File: src/rtl/spi_pkg.sv
// Shared types for the SPI initiator and the SPI/RAM slave wrapper bench/SVA.
package spi_pkg;
  localparam int SPI_DATA_W = 8;
  localparam int FRAME_W    = SPI_DATA_W + 2;

  typedef enum logic [1:0] {
    WR_ADDR = 2'b00,
    WR_DATA = 2'b01,
    RD_ADDR = 2'b10,
    RD_DATA = 2'b11
  } cmd_e;

  typedef enum logic [2:0] {
    S_IDLE,
    S_SEND,
    S_WAIT,
    S_RECV,
    S_GAP
  } state_e;
endpackage

File: src/rtl/spi_shift_reg.sv
// Parallel-load / MSB-first shift register, used for both TX frame and RX byte.
module spi_shift_reg
  import spi_pkg::*;
#(
  parameter int W = FRAME_W
) (
  input  logic         clk,
  input  logic         rst,
  input  logic         load_i,
  input  logic [W-1:0] load_val_i,
  input  logic         shift_i,
  input  logic         sin_i,
  output logic [W-1:0] q_o
);
  logic [W-1:0] sr_q;

  // load has priority over shift; shifting moves toward the MSB
  always_ff @(posedge clk or posedge rst) begin
    if (rst)          sr_q <= '0;
    else if (load_i)  sr_q <= load_val_i;
    else if (shift_i) sr_q <= {sr_q[W-2:0], sin_i};
  end

  assign q_o = sr_q;
endmodule

File: src/rtl/spi_master_ctrl.sv
// SPI initiator: turns a {cmd,data} request into an SS_n/MOSI frame and,
// for RD_DATA, captures the reply byte from MISO.
// Optional: SPI_MASTER_RD_ORDER_EN drops an RD_DATA not preceded by RD_ADDR.
// The single IDLE cycle in which the next request is accepted counts as the
// last SS_n-high gap cycle, so GAP holds for GAP_CYC-1 cycles after a frame.
module spi_master_ctrl
  import spi_pkg::*;
#(
  parameter int DATA_W     = SPI_DATA_W,
  parameter int RD_LATENCY = 2,
  parameter int GAP_CYC    = 1
) (
  input  logic              clk,
  input  logic              rst,
  input  logic              req_valid,
  output logic              req_ready,
  input  logic [1:0]        req_cmd,
  input  logic [DATA_W-1:0] req_data,
  output logic              rsp_valid,
  output logic [DATA_W-1:0] rsp_data,
  output logic              req_err,
  output logic              busy,
  output logic              SS_n,
  output logic              MOSI,
  input  logic              MISO
);
  localparam int FW = DATA_W + 2;
  localparam int CW = $clog2(DATA_W + RD_LATENCY + 3);
  localparam logic [CW-1:0] SEND_LD   = CW'(DATA_W + 2);
  localparam logic [CW-1:0] WAIT_LD   = CW'(RD_LATENCY - 1);
  localparam logic [CW-1:0] RECV_LD   = CW'(DATA_W - 1);
  localparam logic [CW-1:0] GAP_LD_FR = CW'(GAP_CYC - 2);
  localparam logic [CW-1:0] GAP_LD_DR = CW'(GAP_CYC - 1);

  state_e            state_q;
  logic [CW-1:0]     cnt_q;
  logic              ss_n_q, mosi_q, ready_q, busy_q, rsp_valid_q, rd_frame_q;
  logic [DATA_W-1:0] rsp_data_q;
  logic [FW-1:0]     tx_q, rx_q;
  logic              accept, drop;
  logic              unused_bits;

  assign accept = req_valid && ready_q;

  spi_shift_reg #(.W(FW)) u_tx (
    .clk(clk), .rst(rst),
    .load_i(accept && !drop), .load_val_i({req_cmd, req_data}),
    .shift_i((state_q == S_SEND) && (cnt_q != '0)), .sin_i(1'b0),
    .q_o(tx_q)
  );

  spi_shift_reg #(.W(FW)) u_rx (
    .clk(clk), .rst(rst),
    .load_i(1'b0), .load_val_i('0),
    .shift_i(state_q == S_RECV), .sin_i(MISO),
    .q_o(rx_q)
  );

  // only the TX MSB and the low RX bits carry data
  assign unused_bits = ^{tx_q[FW-2:0], rx_q[FW-1:DATA_W-1]};

`ifdef SPI_MASTER_RD_ORDER_EN
  logic rd_addr_pend_q, req_err_q;
  assign drop    = (req_cmd == RD_DATA) && !rd_addr_pend_q;
  assign req_err = req_err_q;

  // remember an outstanding RD_ADDR; flag an RD_DATA that arrives without one
  always_ff @(posedge clk or posedge rst) begin
    if (rst) begin
      rd_addr_pend_q <= 1'b0;
      req_err_q      <= 1'b0;
    end else begin
      req_err_q <= accept && drop;
      if (accept && (req_cmd == RD_ADDR))      rd_addr_pend_q <= 1'b1;
      else if (accept && (req_cmd == RD_DATA)) rd_addr_pend_q <= 1'b0;
    end
  end
`else
  assign drop    = 1'b0;
  assign req_err = 1'b0;
`endif

  // frame sequencer; all pin-facing outputs are registered here
  always_ff @(posedge clk or posedge rst) begin
    if (rst) begin
      state_q     <= S_IDLE;
      cnt_q       <= '0;
      ss_n_q      <= 1'b1;
      mosi_q      <= 1'b0;
      ready_q     <= 1'b1;
      busy_q      <= 1'b0;
      rsp_valid_q <= 1'b0;
      rsp_data_q  <= '0;
      rd_frame_q  <= 1'b0;
    end else begin
      rsp_valid_q <= 1'b0;
      case (state_q)
        S_IDLE: if (accept) begin
          ready_q    <= 1'b0;
          busy_q     <= 1'b1;
          rd_frame_q <= (req_cmd == RD_DATA);
          if (drop) begin
            state_q <= S_GAP;
            cnt_q   <= GAP_LD_DR;
          end else begin
            state_q <= S_SEND;
            cnt_q   <= SEND_LD;
            ss_n_q  <= 1'b0;
            mosi_q  <= req_cmd[1];
          end
        end
        S_SEND: if (cnt_q != '0) begin
          mosi_q <= tx_q[FW-1];
          cnt_q  <= cnt_q - CW'(1);
        end else if (!rd_frame_q) begin
          ss_n_q <= 1'b1;
          mosi_q <= 1'b0;
          if (GAP_CYC > 1) begin
            state_q <= S_GAP;
            cnt_q   <= GAP_LD_FR;
          end else begin
            state_q <= S_IDLE;
            ready_q <= 1'b1;
            busy_q  <= 1'b0;
          end
        end else if (RD_LATENCY > 0) begin
          state_q <= S_WAIT;
          cnt_q   <= WAIT_LD;
          mosi_q  <= 1'b0;
        end else begin
          state_q <= S_RECV;
          cnt_q   <= RECV_LD;
          mosi_q  <= 1'b0;
        end
        S_WAIT: if (cnt_q != '0) begin
          cnt_q <= cnt_q - CW'(1);
        end else begin
          state_q <= S_RECV;
          cnt_q   <= RECV_LD;
        end
        S_RECV: if (cnt_q != '0) begin
          cnt_q <= cnt_q - CW'(1);
        end else begin
          rsp_valid_q <= 1'b1;
          rsp_data_q  <= {rx_q[DATA_W-2:0], MISO};
          ss_n_q      <= 1'b1;
          if (GAP_CYC > 1) begin
            state_q <= S_GAP;
            cnt_q   <= GAP_LD_FR;
          end else begin
            state_q <= S_IDLE;
            ready_q <= 1'b1;
            busy_q  <= 1'b0;
          end
        end
        S_GAP: if (cnt_q != '0) begin
          cnt_q <= cnt_q - CW'(1);
        end else begin
          state_q <= S_IDLE;
          ready_q <= 1'b1;
          busy_q  <= 1'b0;
        end
        default: begin
          state_q <= S_IDLE;
          ss_n_q  <= 1'b1;
          mosi_q  <= 1'b0;
          ready_q <= 1'b1;
          busy_q  <= 1'b0;
        end
      endcase
    end
  end

  assign req_ready = ready_q;
  assign busy      = busy_q;
  assign rsp_valid = rsp_valid_q;
  assign rsp_data  = rsp_data_q;
  assign SS_n      = ss_n_q;
  assign MOSI      = mosi_q;
endmodule

File: config.mk
export PLATFORM = sky130hd
export DESIGN_NAME = spi_master_ctrl
export DESIGN_NICKNAME = d
export VERILOG_FILES = /design/src/rtl/spi_pkg.sv /design/src/rtl/spi_shift_reg.sv /design/src/rtl/spi_master_ctrl.sv
export SDC_FILE = /design/constraint.sdc
export NUM_CORES = 1
export LEC_CHECK = 0
export CAP_MARGIN = 10
export CORE_ASPECT_RATIO = 0.7
export CORE_UTILIZATION = 45
export CTS_CLUSTER_DIAMETER = 150
export DETAILED_ROUTE_END_ITERATION = 7
export PLACE_DENSITY = 0.69
export SYNTH_ARGS = -nofsm -noshare
export SYNTH_HDL_FRONTEND = slang
export SYNTH_SLANG_ARGS = --single-unit
File: constraint.sdc
create_clock -name clk -period 2.8 [get_ports clk]
set_input_delay 0.28 -clock clk [delete_from_list [all_inputs] [get_ports clk]]
set_output_delay 0.28 -clock clk [all_outputs]
set_load 0.01 [all_outputs]
# Word level (Yosys, flattened, before mapping)
# Index checks and enable logic that the tools add are counted.
dict set report classes {
  n_addsub 1
  n_eq_ne 13
  n_mux 30
  bitwise_logic 4
  reduce_logical 16
}
# cell count
set op_table {}
lappend op_table {{2-to-1 mux 10 bit} 2}
lappend op_table {{2-to-1 mux 4 bit} 5}
lappend op_table {{one-hot mux 4 bit (4 select lines)} 1}
lappend op_table {{2-to-1 mux 1 bit} 12}
lappend op_table {{2-to-1 mux 3 bit} 4}
lappend op_table {{inequality test 2 bit, second input constant} 6}
lappend op_table {{one-hot mux 1 bit (4 select lines)} 3}
lappend op_table {{one-hot mux 3 bit (4 select lines)} 1}
lappend op_table {{AND reduction 5 bit} 2}
lappend op_table {{AND reduction 4 bit} 2}
lappend op_table {{nonzero test 4 bit} 2}
lappend op_table {{== test 3 x 2 -> 1 bit, second input constant} 2}
lappend op_table {{AND reduction 2 bit} 3}
lappend op_table {{NOT 1 bit} 4}
lappend op_table {{OR reduction 2 bit} 2}
lappend op_table {{subtractor 4 x 1 -> 4 bit, second input constant} 1}
lappend op_table {{== test 3 x 1 -> 1 bit, second input constant} 1}
lappend op_table {{== test 3 bit, second input constant} 1}
lappend op_table {{zero test 3 bit} 1}
lappend op_table {{inequality test 3 x 2 -> 1 bit, second input constant} 1}
lappend op_table {{one-hot mux 1 bit (3 select lines)} 1}
lappend op_table {{OR reduction 3 bit} 1}
lappend op_table {{== test 2 bit, second input constant} 1}
lappend op_table {{logical AND 1 bit} 2}
lappend op_table {{3 further kinds} 3}
dict set report word_totals {
  regBits 38
  output_inout_bits 14
}

# Logic depth before layout (Yosys ltp)
# Gate-level depths: netlist (run 1).
dict set report logic_depth {
  word_depth 4
  mapped_depth 7
}

# By module
# From an unflattened synthesis (run 1), not the netlist that was laid out.
dict set report hier_totals {
  hier_cells 178
  area_unflattened_um2 1881.8
}
# mod instances cells_per_inst area_per_inst_um2 seq_area_each_um2
set modules_own_cells {}
lappend modules_own_cells {spi_master_ctrl 1 90 948.4 476.7}
lappend modules_own_cells {spi_shift_reg 2 44 466.7 250.2}

# Least setup slack after synthesis (run 1)
# OpenSTA, ideal clock, no wires.
dict set report synth_timing {
  kind {flip-flop to flip-flop}
  from {register cnt_q[0]}
  to {register rsp_data_q[1], in the netlist rsp_data[1]}
  arrival_time_ns 1.636
  required_time_ns 2.675
  setup_slack_ns 1.040
  stages_incl_launch_ff 7
  path_cell_list {dfrtp_1 > inv_1 > ha_1 > or3b_1 > buf_6 > nor2_8 > mux2_2}
}
dict set report synth_between {
  elab_chain_cells 3
}
# item line
set synth_lines {}
lappend synth_lines {{start: declaration} spi_master_ctrl.sv:36} ;# logic [CW-1:0] cnt_q;
lappend synth_lines {{start signal: assignment} spi_master_ctrl.sv:114} ;# cnt_q <= cnt_q - CW'(1);
lappend synth_lines {{start signal: assignment} spi_master_ctrl.sv:136} ;# cnt_q <= cnt_q - CW'(1);
lappend synth_lines {{start signal: assignment} spi_master_ctrl.sv:142} ;# cnt_q <= cnt_q - CW'(1);
lappend synth_lines {{nonzero test 4 bit} spi_master_ctrl.sv:141} ;# S_RECV: if (cnt_q != '0) begin
lappend synth_lines {{NOT 1 bit (no source line)} --}
lappend synth_lines {{AND reduction 2 bit (no source line)} --}
lappend synth_lines {{end signal: assignment} spi_master_ctrl.sv:145} ;# rsp_data_q <= {rx_q[DATA_W-2:0], MISO};
lappend synth_lines {{end: declaration} spi_master_ctrl.sv:38} ;# logic [DATA_W-1:0] rsp_data_q;
# No other way between the ends.
# A chain may end at the register's enable or synchronous reset.

# Worst setup path in the final report (run 1)
dict set report layout_timing {
  from {register cnt_q[0]}
  to {register rsp_data_q[7], in the netlist rsp_data[7]}
}
# Same word-level chain as after synthesis.

==> results of run 1 <==
==> cells in the mapped netlist (2+ instances only) <==
library cell | number | area [µm²]
clkbuf_1 | 5 | 18.8
a211oi_1 | 2 | 15.0
a41oi_1 | 6 | 52.6
dfstp_2 | 2 | 52.6
nand3_1 | 3 | 15.0
nor2b_1 | 3 | 18.8
inv_1 | 4 | 15.0
mux2_2 | 15 | 169
nor4_1 | 2 | 12.5
nor3_1 | 2 | 10.0
buf_2 | 3 | 15.0
o211ai_1 | 4 | 30.0
o21ai_0 | 10 | 50.1
dfrtp_1 | 35 | 876
buf_6 | 2 | 22.5
a21oi_1 | 9 | 45.0
o21ai_1 | 2 | 10.0
nand2_1 | 11 | 41.3
nor2_1 | 12 | 45.0
==> worst register-to-register path, cell delays in order (launching register included) <==
cell and delay (ns):
dfrtp_1 0.44, inv_1 0.10, ha_1 0.18, or3b_1 0.63, nor2_8 0.30, mux2_2 0.37
==> where the power goes <==
group          total, mW  switching [mW]  internal (mW)
clock              0.481           0.190          0.290
combinational     0.0323          0.0147         0.0177
sequential         0.535        0.000457          0.535
==> cells in the final DEF (no fill, tap or decap), types with 6 or more instances in the layout <==
| cell | instances |
|---|---|
| a21oi_1 | 9 |
| clkdlybuf4s50_1 | 26 |
| mux2_2 | 15 |
| dfrtp_1 | 35 |
| clkbuf_8 | 6 |
| a41oi_1 | 6 |
| o21ai_0 | 10 |
| nor2_1 | 12 |
| nand2_1 | 11 |
==> metal layers <==
metal | track usage, % | part of all wire (%) | up-vias
li1 | - | - | 615
met1 | 28.9 | 51 | 643
met2 | 28.9 | 41 | 44
met3 | 7.12 | 6.6 | 8
met4 | 8.33 | 1.7 | 0
met5 | 0 | 0 | -
==> stage by stage <==
step / hold WS (ns) / total power [mW]
detailed placement: 0.483 / 0.579
floorplan: 0.330 / 0.556
global route: 0.460 / 1.09
finish: 0.404 / 1.05
CTS: 0.415 / 1.06
global placement: 0.481 / 0.578
==> final timing paths <==
kind / start / endpoint / slack [ns]
max in group asynchronous: rst / req_ready / 2.05
worst min-delay path: rst / u_tx.q_o[9] / 0.40
worst max-delay path: cnt_q[0] / rsp_data[7] / 0.67
min in group clk: rsp_data[0] / rsp_data[0] / 0.50
worst min register to register: rsp_data[0] / rsp_data[0] / 0.50
worst max register to register: cnt_q[0] / rsp_data[7] / 0.67
==> sequential cells by signal, indices dropped and copies added (netlist names) <==
name	count
MOSI	1
rsp_valid	1
state_q	2
u_tx.q_o	10
rsp_data	8
rd_frame_q	1
u_rx.q_o	7
SS_n	1
busy	1
req_ready	1
cnt_q	4
==> layout make-up <==
class / count / area (µm²) / area share, %
sequential: 37 / 928 / 43.8
tap: 50 / 62.6 / 2.95
clock inverter: 1 / 30.0 / 1.42
inverter: 5 / 18.8 / 0.885
multi-input combinational: 103 / 712 / 33.6
timing repair buffer: 29 / 283 / 13.3
clock buffer: 7 / 86.3 / 4.07
==> kinds of logic after synthesis <==
| group | Yosys count |
|---|---|
| AO/OA/AOI/OAI | 42 |
| buffers and inverters | 16 |
| other | 1 |
| flip-flops | 37 |
| multiplexers | 16 |
| adder cells (fa/ha/maj) | 1 |
| AND/OR/NAND/NOR | 43 |
==> run metrics, run 1 <==
outcome finished clean; adder-cell area share of the yosys netlist less than 1%; vias in the first global route ~1300; antenna cell count 0; TritonRoute pass-1 iters 4; crit end category flop; drt total wl between 3 and 4 mm; Post-synth EDFFs 0; Worst-Margin Slew between 0.6 and 0.7 ns; final clock skew approximately 0.0048 ns; CTS tree built; Netlist cell types 43; CP Buf/Inv Count 1; Reg2Reg Depth 5; worst-case clock buffer depth 2; maximum number of pins on one net before global-route repair 38; drt wl/cell 15.6 µm; filler cell count 309; Synth Area in Simple Gates approximately 14%; GR Overflow Total 0; Die ar. roughly 0.0041 mm²; final setup vio count 0; final setup TNS 0 ns; Rows 18; DR vias 1310; crit-path cells inv_1 > ha_1 > or3b_1 > nor2_8 > mux2_2; chip height between 50 and 60 µm; sequential area share after synthesis 53.9%; syn nets ~170; Initial Utilization ~48%; Layout area overhead 23.1%; core area around 0.0036 mm²; Fmax achieved 469 MHz; RSZ-0062 raised after global routing no; DRC violations left 0; clk_lat worst skew 0.29 ns; gpl congestion between 0.9 and 1; Ports 28; number of hold buffers added after CTS 0; GR Util All Layers between 20% and 30%; Hold Fails Final Rpt 0; antenna violations before repair 0; main combinational cell family by area after synthesis compound AO/OA/AOI/OAI gates; first-pass GRT wire length 6.18 mm; Max H-tree Level 2; crit-path max FO 14; Tcrit/Tclk final about 76%; slowest cell on the critical path or3b_1; Routed Antenna Nets 0; worst vdd ir 258 µV; Power per Cell Area around 500 mW/mm²; Root Driver clkbuf_8; Die W between 70 and 80 µm; Mapped Cells approximately 160; DP Area around 0.0020 mm²; Startpoint Class flop; Worst Path Class, Setup reg2reg; drt initial violations 80; mean number of vias per cell approximately 5.6; PnR worst setup slack roughly 0.67 ns; post-CTS setup repair buffer count 0; Synth Area in XOR/XNOR 0%; Critical Path RT slightly below 3 ns; multiplexer share of the synthesized area a little over a tenth; Final Core Density 59.2%; CTS resizes 0; Post-Syn Area 0.00172 mm²; CP arrival between 2 and 2.5 ns; # port buffers 26; CP peak stage delay 0.63 ns; fin cells between 200 and 250; fin nets approximately 200; Yosys warnings 0; Synth Area in Compound Gates roughly 16%; Seq cells post-synth 37; layout cells sized above 1 17.0%; Finished Cell Area roughly 0.0021 mm²; syn avg cell area 11.0 µm²; Lkg Pwr ~0.93 nW; Inst Count DP between 200 and 250; CTS buffer count 5; clk slew on worst S/H paths roughly 0.070 ns; post-route minimum period about 2.1 ns; Slew HR roughly three fifths; DP HPWL between 2 and 3 mm; Hold Path Class in2async; max-cap violations 0; WP depth 5; CTS sink cnt 37; max-slew violations 0; dpl ws ~0.69 ns; FFs w/ async S/R, synth between 90% and 100%; Main synth FF type dfrtp_1; Top delay family on crit path simple AND/OR/NAND/NOR gates
(Power assumes the default switching activity.)
==> run 2, diff against run 1 <==
- clock period: 2.8 -> 2 ns (I/O delays scaled with it)
==> run 2 against run 1 <==
Core utilization is 0.45 points higher. Critical endpoint is now cnt_q[1]. Clock power is 18% higher. Combinational power is 39% higher. Total power is 30% higher. Maximum frequency is 13% higher. Die area stayed put. Final cell count is 1.3% higher. Critical path type unchanged. Critical path depth is 1 higher. Cell area is 0.77% higher.
==> run metrics, run 2 (synthesis gave the netlist of run 1 again) <==
outcome finished clean; crit path launch cnt_q[0]; Lkg Pwr 0.946 nW (+1.6%); GR Util All Layers 20.5% (-0.040 points); final setup TNS 0 ns (unchanged); CTS buffer count 5 (unchanged); crit end category flop; DR vias 1313 (+0.23%); worst vdd ir 441 µV (+71%); mean number of vias per cell 5.59 (-1.1%); RSZ-0062 raised after global routing no; max-slew violations 0 (unchanged); drt total wl 3.66 mm (+1.2%); Inst Count DP 227 (+1.3%); clk_lat worst skew 0.29 ns (about the same); first-pass GRT wire length 6.21 mm (+0.57%); clk slew on worst S/H paths 0.08 ns (about the same); Max H-tree Level 2 (unchanged); drt initial violations 96 (+20%); Top delay family on crit path compound AO/OA/AOI/OAI gates; # port buffers 26 (unchanged); Worst-Margin Slew 0.585 ns (-0.0231 ns); Startpoint Class flop; PnR worst setup slack 0.116 ns (-0.553 ns); Rows 18 (unchanged); filler cell count 292 (-5.5%); max-cap violations 0 (unchanged); gpl congestion 0.958 (+6.2%); DP HPWL 2.50 mm (-0.26%); fin nets 199 (+1.5%); Worst Path Class, Setup reg2reg; post-CTS setup repair buffer count 0 (unchanged); maximum number of pins on one net before global-route repair 38 (unchanged); Fmax achieved 531 MHz (+13%); Die ar. 0.00408 mm² (unchanged); GR Overflow Total 0 (unchanged); core area 0.00358 mm² (unchanged); Ports 28 (unchanged); antenna cell count 0 (unchanged); slowest cell on the critical path dfrtp_1; Hold Path Class in2async; layout cells sized above 1 19.5% (+2.4 points); Largest register FFs 10 (unchanged); Die W 76.0 µm (unchanged); Layout area overhead 24.0%; Routed Antenna Nets 0 (unchanged); Initial Utilization 48.1% (unchanged); CP peak stage delay 0.43 ns (-0.20 ns); post-route minimum period 1.88 ns (-0.247 ns); Slew HR 60.9% (+1.4 points); Hold Fails Final Rpt 0 (unchanged); dpl ws 0.0832 ns (-0.610 ns); fin cells 235 (+1.3%); commonest non-fill, non-tap cell in the layout dfrtp_1; CTS tree built; crit-path cells inv_1 > ha_1 > or3b_4 > buf_4 > o32ai_1 > a22o_1; antenna violations before repair 0 (unchanged); FF-to-FF Start cnt_q[0]; worst-case clock buffer depth 2 (unchanged); Tcrit/Tclk final 94.2% (+18 points); CP Buf/Inv Count 2 (+1); crit-path max FO 13 (-1); highest-count cells in the layout ignoring fill and taps dfrtp_1, clkdlybuf4s50_1, mux2_2, nor2_1, nand2_1; Root Driver clkbuf_8; final clock skew 0.00823 ns (+0.00341 ns); DRC violations left 0 (unchanged); TritonRoute pass-1 iters 5 (+1); vias in the first global route 1292 (+1.7%); Critical Path RT 2.23 ns (-0.75 ns); Power per Cell Area 638 mW/mm² (+29%); CTS sink cnt 37 (unchanged); chip height 53.8 µm (unchanged); drt wl/cell 15.6 µm (-0.10%); CP arrival 2.11 ns (-0.20 ns); final setup vio count 0 (unchanged)
==> run 2: final cells by class <==
cell class,count,area (µm²),share of cell area (%)
flip-flops and latches,37,928,43.4
multi-input cells,103,721,33.7
repair buffers,32,305,14.3
clock buffers,7,96.3,4.51
well taps,50,62.6,2.93
inverters,5,18.8,0.878
clock inverters,1,5.00,0.234
==> run 2: routing by layer <==
metal / up-vias / global-route usage [%] / wire length, µm
met4: 0 / 10.3 / 29
li1: 620 / - / -
met1: 645 / 27.8 / 1850
met2: 44 / 31.1 / 1600
met3: 4 / 5.08 / 181
met5: - / 0 / 0
==> run 2: stage by stage <==
step | power (mW) | utilization (%) | hold slack [ns] | instance area (µm²)
final | 1.36 | 59.7 | 0.315 | 2140
after global routing | 1.41 | 59.7 | 0.370 | 2140
after CTS | 1.38 | 59.4 | 0.327 | 2130
after detailed placement | 0.810 | 56.6 | 0.486 | 2030
after global placement | 0.809 | 56.6 | 0.476 | 2030
after floorplan | 0.779 | - | 0.250 | 1720
==> run 2: power breakdown <==
| group | leakage [nW] | internal (mW) | switching (mW) |
|---|---|---|---|
| clock network | 0.0542 | 0.311 | 0.256 |
| registers | 0.460 | 0.749 | 0.000715 |
| logic | 0.432 | 0.0247 | 0.0201 |
| total | 0.946 | 1.09 | 0.277 |
==> run 2: final timing paths <==
kind                            cells after the start  slack [ns]           to
worst max-delay path                                6        0.12     cnt_q[1]
worst max register to register                      6        0.12     cnt_q[1]
min in group clk                                    3        0.46  u_tx.q_o[0]
worst min register to register                      1        0.50         MOSI
max in group asynchronous                           3        1.32    req_ready
worst min-delay path                                3        0.32  u_rx.q_o[0]
==> run 2: worst register-to-register path, cell delays in order (launching register included) <==
cell and delay, ns:
dfrtp_1 0.43, inv_1 0.10, ha_1 0.19, or3b_4 0.43, buf_4 0.21, o32ai_1 0.30, a22o_1 0.17
==> run 2: timing repair <==
action                                  in CTS  in global routing
resized for setup                            0                  2
endpoints found under the setup margin       0                  3
hold buffers                                 0                  0
